===== src/rtl/instruction_decoder.sv =====
// Instruction queue plus RV32I decoder feeding the dec_* issue bus.
// Fetched words are buffered in a DEPTH-entry FIFO. The head entry is decoded
// combinationally and captured into a valid/stall output register.

`ifndef INSTRUCTION_DECODER_DEFS
`define INSTRUCTION_DECODER_DEFS
`define XLEN            32
`define INST_TYPE_WIDTH 6
`define REG_CNT_WIDTH   5
`define LUI    6'd0
`define AUIPC  6'd1
`define JAL    6'd2
`define JALR   6'd3
`define BEQ    6'd4
`define BNE    6'd5
`define BLT    6'd6
`define BGE    6'd7
`define BLTU   6'd8
`define BGEU   6'd9
`define LB     6'd10
`define LH     6'd11
`define LW     6'd12
`define LBU    6'd13
`define LHU    6'd14
`define SB     6'd15
`define SH     6'd16
`define SW     6'd17
`define ADDI   6'd18
`define SLTI   6'd19
`define SLTIU  6'd20
`define XORI   6'd21
`define ORI    6'd22
`define ANDI   6'd23
`define SLLI   6'd24
`define SRLI   6'd25
`define SRAI   6'd26
`define ADD    6'd27
`define SUB    6'd28
`define SLL    6'd29
`define SLT    6'd30
`define SLTU   6'd31
`define XOR    6'd32
`define SRL    6'd33
`define SRA    6'd34
`define OR     6'd35
`define AND    6'd36
`endif

module instruction_decoder #(
  parameter int DEPTH       = 8,
  parameter int DEPTH_WIDTH = 3
) (
  input  logic                        clk,
  input  logic                        rst_n,
  input  logic                        flush,
  input  logic                        stall,
  input  logic                        if_ready,
  input  logic [31:0]                 if_inst,
  input  logic [`XLEN-1:0]            if_pc,
  input  logic                        if_jump_pred,
  output logic                        iq_full,
  output logic                        dec_ready,
  output logic [`INST_TYPE_WIDTH-1:0] dec_op,
  output logic                        dec_jump_pred,
  output logic [`REG_CNT_WIDTH-1:0]   dec_rd,
  output logic [`REG_CNT_WIDTH-1:0]   dec_rs1,
  output logic [`REG_CNT_WIDTH-1:0]   dec_rs2,
  output logic [`XLEN-1:0]            dec_imm,
  output logic [`XLEN-1:0]            dec_pc
);

  localparam logic [DEPTH_WIDTH:0] FULL_CNT = (DEPTH_WIDTH + 1)'(DEPTH);
  localparam logic [DEPTH_WIDTH:0] ONE_CNT  = (DEPTH_WIDTH + 1)'(1);

  logic [31:0]            mem_inst [DEPTH];
  logic [`XLEN-1:0]       mem_pc   [DEPTH];
  logic                   mem_jp   [DEPTH];
  logic [DEPTH_WIDTH-1:0] head, tail;
  logic [DEPTH_WIDTH:0]   count;

  logic advance, push, pop;
  logic [31:0] h_inst;
  logic [6:0]  opc;
  logic [2:0]  f3;
  logic [6:0]  f7;
  logic [4:0]  rd_f, rs1_f, rs2_f;
  logic [`XLEN-1:0] imm_i, imm_sh, imm_s, imm_b, imm_u, imm_j;

  logic [`INST_TYPE_WIDTH-1:0] d_op;
  logic [`REG_CNT_WIDTH-1:0]   d_rd, d_rs1, d_rs2;
  logic [`XLEN-1:0]            d_imm;
  logic                        legal;

  assign iq_full = (count == FULL_CNT);
  assign advance = !dec_ready || !stall;
  // Full blocks the push even when a pop happens in the same cycle.
  assign push    = if_ready && !iq_full && !flush;
  assign pop     = advance && (count != '0) && !flush;

  assign h_inst = mem_inst[head];
  assign opc    = h_inst[6:0];
  assign f3     = h_inst[14:12];
  assign f7     = h_inst[31:25];
  assign rd_f   = h_inst[11:7];
  assign rs1_f  = h_inst[19:15];
  assign rs2_f  = h_inst[24:20];
  assign imm_i  = {{20{h_inst[31]}}, h_inst[31:20]};
  assign imm_sh = {27'b0, h_inst[24:20]};
  assign imm_s  = {{20{h_inst[31]}}, h_inst[31:25], h_inst[11:7]};
  assign imm_b  = {{19{h_inst[31]}}, h_inst[31], h_inst[7], h_inst[30:25], h_inst[11:8], 1'b0};
  assign imm_u  = {h_inst[31:12], 12'b0};
  assign imm_j  = {{11{h_inst[31]}}, h_inst[31], h_inst[19:12], h_inst[20], h_inst[30:21], 1'b0};

  // FIFO storage write; contents need no reset since count gates every read.
  always_ff @(posedge clk) begin
    if (push) begin
      mem_inst[tail] <= if_inst;
      mem_pc[tail]   <= if_pc;
      mem_jp[tail]   <= if_jump_pred;
    end
  end

  // FIFO pointers and occupancy; flush empties the queue in one cycle.
  always_ff @(posedge clk or negedge rst_n) begin
    if (!rst_n) begin
      head  <= '0;
      tail  <= '0;
      count <= '0;
    end else if (flush) begin
      head  <= '0;
      tail  <= '0;
      count <= '0;
    end else begin
      if (push) tail <= tail + 1'b1;
      if (pop)  head <= head + 1'b1;
      if (push && !pop)      count <= count + ONE_CNT;
      else if (!push && pop) count <= count - ONE_CNT;
    end
  end

  // RV32I decode of the head entry; anything unrecognised becomes a NOP.
  always_comb begin
    d_op  = `ADDI;
    d_rd  = '0;
    d_rs1 = '0;
    d_rs2 = '0;
    d_imm = '0;
    legal = 1'b1;
    case (opc)
      7'b0110111: begin d_op = `LUI;   d_rd = rd_f; d_imm = imm_u; end
      7'b0010111: begin d_op = `AUIPC; d_rd = rd_f; d_imm = imm_u; end
      7'b1101111: begin d_op = `JAL;   d_rd = rd_f; d_imm = imm_j; end
      7'b1100111: begin
        d_op = `JALR; d_rd = rd_f; d_rs1 = rs1_f; d_imm = imm_i;
        legal = (f3 == 3'b000);
      end
      7'b1100011: begin
        d_rs1 = rs1_f; d_rs2 = rs2_f; d_imm = imm_b;
        case (f3)
          3'b000:  d_op = `BEQ;
          3'b001:  d_op = `BNE;
          3'b100:  d_op = `BLT;
          3'b101:  d_op = `BGE;
          3'b110:  d_op = `BLTU;
          3'b111:  d_op = `BGEU;
          default: legal = 1'b0;
        endcase
      end
      7'b0000011: begin
        d_rd = rd_f; d_rs1 = rs1_f; d_imm = imm_i;
        case (f3)
          3'b000:  d_op = `LB;
          3'b001:  d_op = `LH;
          3'b010:  d_op = `LW;
          3'b100:  d_op = `LBU;
          3'b101:  d_op = `LHU;
          default: legal = 1'b0;
        endcase
      end
      7'b0100011: begin
        d_rs1 = rs1_f; d_rs2 = rs2_f; d_imm = imm_s;
        case (f3)
          3'b000:  d_op = `SB;
          3'b001:  d_op = `SH;
          3'b010:  d_op = `SW;
          default: legal = 1'b0;
        endcase
      end
      7'b0010011: begin
        d_rd = rd_f; d_rs1 = rs1_f; d_imm = imm_i;
        case (f3)
          3'b000: d_op = `ADDI;
          3'b010: d_op = `SLTI;
          3'b011: d_op = `SLTIU;
          3'b100: d_op = `XORI;
          3'b110: d_op = `ORI;
          3'b111: d_op = `ANDI;
          3'b001: begin d_op = `SLLI; d_imm = imm_sh; legal = (f7 == 7'b0000000); end
          default: begin
            d_imm = imm_sh;
            if (f7 == 7'b0000000)      d_op = `SRLI;
            else if (f7 == 7'b0100000) d_op = `SRAI;
            else                       legal = 1'b0;
          end
        endcase
      end
      7'b0110011: begin
        d_rd = rd_f; d_rs1 = rs1_f; d_rs2 = rs2_f;
        if (f7 == 7'b0100000) begin
          if (f3 == 3'b000)      d_op = `SUB;
          else if (f3 == 3'b101) d_op = `SRA;
          else                   legal = 1'b0;
        end else if (f7 == 7'b0000000) begin
          case (f3)
            3'b000:  d_op = `ADD;
            3'b001:  d_op = `SLL;
            3'b010:  d_op = `SLT;
            3'b011:  d_op = `SLTU;
            3'b100:  d_op = `XOR;
            3'b101:  d_op = `SRL;
            3'b110:  d_op = `OR;
            default: d_op = `AND;
          endcase
        end else begin
          legal = 1'b0;
        end
      end
      default: legal = 1'b0;
    endcase
    if (!legal) begin
      d_op  = `ADDI;
      d_rd  = '0;
      d_rs1 = '0;
      d_rs2 = '0;
      d_imm = '0;
    end
  end

  // Output pipeline register: loads the decoded head when free or not stalled.
  always_ff @(posedge clk or negedge rst_n) begin
    if (!rst_n) begin
      dec_ready     <= 1'b0;
      dec_op        <= '0;
      dec_jump_pred <= 1'b0;
      dec_rd        <= '0;
      dec_rs1       <= '0;
      dec_rs2       <= '0;
      dec_imm       <= '0;
      dec_pc        <= '0;
    end else if (flush) begin
      dec_ready <= 1'b0;
    end else if (advance) begin
      if (count != '0) begin
        dec_ready     <= 1'b1;
        dec_op        <= d_op;
        dec_jump_pred <= mem_jp[head];
        dec_rd        <= d_rd;
        dec_rs1       <= d_rs1;
        dec_rs2       <= d_rs2;
        dec_imm       <= d_imm;
        dec_pc        <= mem_pc[head];
      end else begin
        dec_ready <= 1'b0;
      end
    end
  end

endmodule


===== config.mk =====
export PLATFORM = sky130hd
export DESIGN_NAME = instruction_decoder
export DESIGN_NICKNAME = d
export VERILOG_FILES = /design/src/rtl/instruction_decoder.sv
export SDC_FILE = /design/constraint.sdc
export NUM_CORES = 1
export LEC_CHECK = 0
export ABC_AREA = 0
export BUFFER_PORTS_ARGS = -buffer_cell sky130_fd_sc_hd__buf_2
export CORE_UTILIZATION = 45
export DETAILED_ROUTE_END_ITERATION = 12
export GPL_ROUTABILITY_DRIVEN = 0
export HOLD_SLACK_MARGIN = 0.03
export PLACE_DENSITY = 0.68
export SETUP_SLACK_MARGIN = 0.15
export SLEW_MARGIN = 10
export SYNTH_ARGS = -nofsm -noshare
export SYNTH_HDL_FRONTEND = slang
export SYNTH_SLANG_ARGS = --single-unit

===== constraint.sdc =====
create_clock -name clk -period 8.8 [get_ports clk]
set_input_delay 1.76 -clock clk [delete_from_list [all_inputs] [get_ports clk]]
set_output_delay 1.76 -clock clk [all_outputs]
set_load 0.02 [all_outputs]

==> impl_metrics.toml <==
[sta]
tns_ns = 0
period_minus_slack_ns = 4.46
maxSlewViolCount = 0
holdWs_ns = 0.473
slew_headroom_pct = 27.9
finalClockSkew_ns = 0.0306
hold_violations = 0
finalCritPeriodShare_pct = 50.6
fmax_mhz = 224
tightestPinTransition_ns = 1.08
rsz0062_at_grt = "false"
finalSetupViolations = 0

[die]
die_w_um = 234
die_h_um = 234
start_util_pct = 45.9
rows = 84
fp.coreArea_um2 = 53000
dieArea_um2 = 55000
ios = 158

[setup_path]
critPathCaptureType = "flip-flop"
critical_path_class = "flip-flop to flip-flop"
cp.arrival_ns = 4.95
worstPathRequired_ns = 9.30
path_max_fanout = 52
critPathLaunchType = "flip-flop"

[pwr]
p_leak_nw = 9.50
power_switching_mw = 2.29
clockPowerShare_pct = 33.6
pwr-share-seq_pct = 44.0
sw_frac_of_total_pct = 28.8
power.density_nw_per_um2 = 284
totalPowerFinal_mw = 7.95
internal_power_mw = 5.66
ir_drop_mv = 0.186
pwr-share-comb_pct = 22.4

[logic_synthesis]
yosys.area.top_type = "edfxtp_1"
yosys.cell_count.top_type = "edfxtp_1"
synth_area_um2 = 24300
synth_edf_count = 520
syn_inst = 1300
yosysUniqueCellTypes = 60
seq_area_frac_synth_pct = 74.2
synthTopCellsByArea = "edfxtp_1 (64%), mux4_2 (11%), dfrtp_1 (10%), mux2i_1 (3.4%), o21ai_0 (1.7%)"
async_flop_share_pct = 15.7
synth_top_area_share_pct = 64.2
ys_ff_latch = 617
syn_area_per_cell_um2 = 18.7
synth_flop_cell = "edfxtp_1"
synth.yosys.warnings = 0
synth_nets = 1375
synthTopCellsByCount = "edfxtp_1 (520), mux4_2 (119), nand2_1 (106), dfrtp_1 (97), o21ai_0 (84)"

[clock_network]
cts_resized = 0
cts_buffers = 61
cts_tree = "built"
clk_latency_ns = 0.64
cts_hold_buf = 0
postCtsSetupRepairBufs = 0
clkSlewWorstSetupHoldPaths_ns = 0.06
cts.sinks = 617
cts_root_buffer = "clkbuf_16"
cts_htree_levels = 2
clockBufferDepth = 3

[placed_design]
port_buffers = 157
dp_hpwl_um = 29600

[cells_and_area]
syn2layout_area_growth_pct = 15.0
nFillCells = 4194
finalNetCount = 1549
multi_input_area_um2 = 5980
regArea_um2 = 18100
drive_above_1_share_pct = 27.4

[detailed_routing]
drc_errors = 0
drt-pass1-iter-count = 6
wl_per_cell_um = 23.1
first_iter_violations = 938
antenna_left = 0
vias = 12554
drt_wl_total_um = 51100
avgViaCountPerCell = 5.67

[global_routing]
grt_start_max_net_pins = 85
antenna_found_initial = 11
grt_pass1_wl_um = 78100
grt_pass1_vias = 13156
grt_usage_pct = 19.1
grt_overflow_total = 0

[min_path]
hp-class = "flip-flop to flip-flop"

[job]
drv_cap = 0

[run_status]
status = "complete, no violations"
-- routing by layer --
metal  wire length [µm]  global-route usage [%]  up-vias
met5                119                       0        -
met1              21100                    24.4     6423
li1                   -                       -     5603
met3               3500                    4.80      124
met4               1160                    5.52       18
met2              25300                    32.3      386
-- power by group through the flow --
stage	Clock [mW]	Sequential, mW	Combinational (mW)
3_3_place_gp	0	3.56	1.77
2_1_floorplan	0	3.56	1.30
6_report	2.67	3.50	1.78
4_1_cts	2.73	3.51	1.80
3_5_place_dp	0	3.56	1.80
5_1_grt	2.84	3.52	1.95
-- placed cells by master, fill, tap and decap left out, drive strengths merged, types with 3 or more instances in the layout --
cell,Yosys,final
nor4,5,5
xnor2,6,6
nand2b,5,5
a21o,6,6
o211ai,5,5
buf,39,175
ha,4,4
a31oi,3,3
o2111ai,5,5
a21oi,20,20
nor2b,4,4
inv,5,7
clkinv,0,13
nand2,106,106
a22oi,5,5
edfxtp,520,520
nand3b,4,4
nor2,35,35
o21ai,86,86
bufinv,0,6
mux2,9,9
dfrtp,97,97
and3,3,3
mux4,119,119
or3,3,3
a22o,26,26
nand3,15,15
clkbuf,25,92
o22ai,7,7
xor2,4,4
a211oi,4,4
nor3,11,11
a32oi,5,5
and2,4,4
mux2i,85,85
-- kinds of logic (layout without fill, tap and decap cells) --
kind of cell               Yosys count  after routing  synth area share [%]
AOI/OAI and AO/OA                  187            187                  4.99
xor gates and xnor gates            10             10                 0.360
adders and majority gates            5              5                 0.288
buffers and inverters               69            295                  1.45
DFF                                617            617                  74.2
muxes                              213            213                  15.0
other                                0              2                     0
and+or+nand+nor                    199            199                  3.73
-- sequential cells by signal (all words and copies together) (netlist names), 3 cells and up --
register / cells
count: 4
dec_rs1: 5
tail: 3
dec_op: 6
mem_inst: 256
mem_pc: 256
head: 3
dec_rs2: 5
mem_jp: 8
dec_imm: 32
dec_rd: 5
dec_pc: 32
-- critical path, cell delays in order (launching register included) --
cell and delay (ns):
dfrtp_4 0.84, buf_4 0.74, mux4_2 0.42, mux2i_1 0.73, nand2_1 0.40, o211ai_1 0.30
o2111ai_2 0.28, o211a_4 0.33, a22o_1 0.22
-- area by class of cell --
| class | count | share of cell area, % |
|---|---|---|
| Clock inverter | 23 | 1.14 |
| Timing Repair Buffer | 175 | 3.35 |
| Inverter | 5 | 0.0671 |
| Antenna cell | 2 | 0.0179 |
| Clock buffer | 92 | 6.38 |
| Tap cell | 688 | 3.08 |
| Multi-Input combinational cell | 614 | 21.4 |
| Sequential cell | 617 | 64.6 |
-- worst paths after layout --
path	start	slack [ns]	cells past startpoint	endpoint
min	dec_op[5]	0.47	2	dec_op[5]
min reg2reg	dec_op[5]	0.47	2	dec_op[5]
max in group asynchronous	rst_n	6.38	2	dec_imm[7]
max reg2reg	head[1]	4.34	8	dec_imm[20]
max	head[1]	4.34	8	dec_imm[20]
min in group asynchronous	rst_n	1.16	1	dec_op[1]
-- stage by stage --
stage / cell area, µm² / util [%] / std cells / setup WS [ns]
final: 28000 / 52.8 / 2216 / 4.34
after global routing: 28000 / 52.8 / 2214 / 4.10
after CTS: 28000 / 52.8 / 2214 / 4.40
after detailed placement: 25900 / 48.8 / 2099 / 4.33
after global placement: 25900 / 48.8 / 2099 / 4.34
after floorplan: 24300 / - / 1300 / 1.52
No activity file was read; power rests on OpenSTA's default activity.
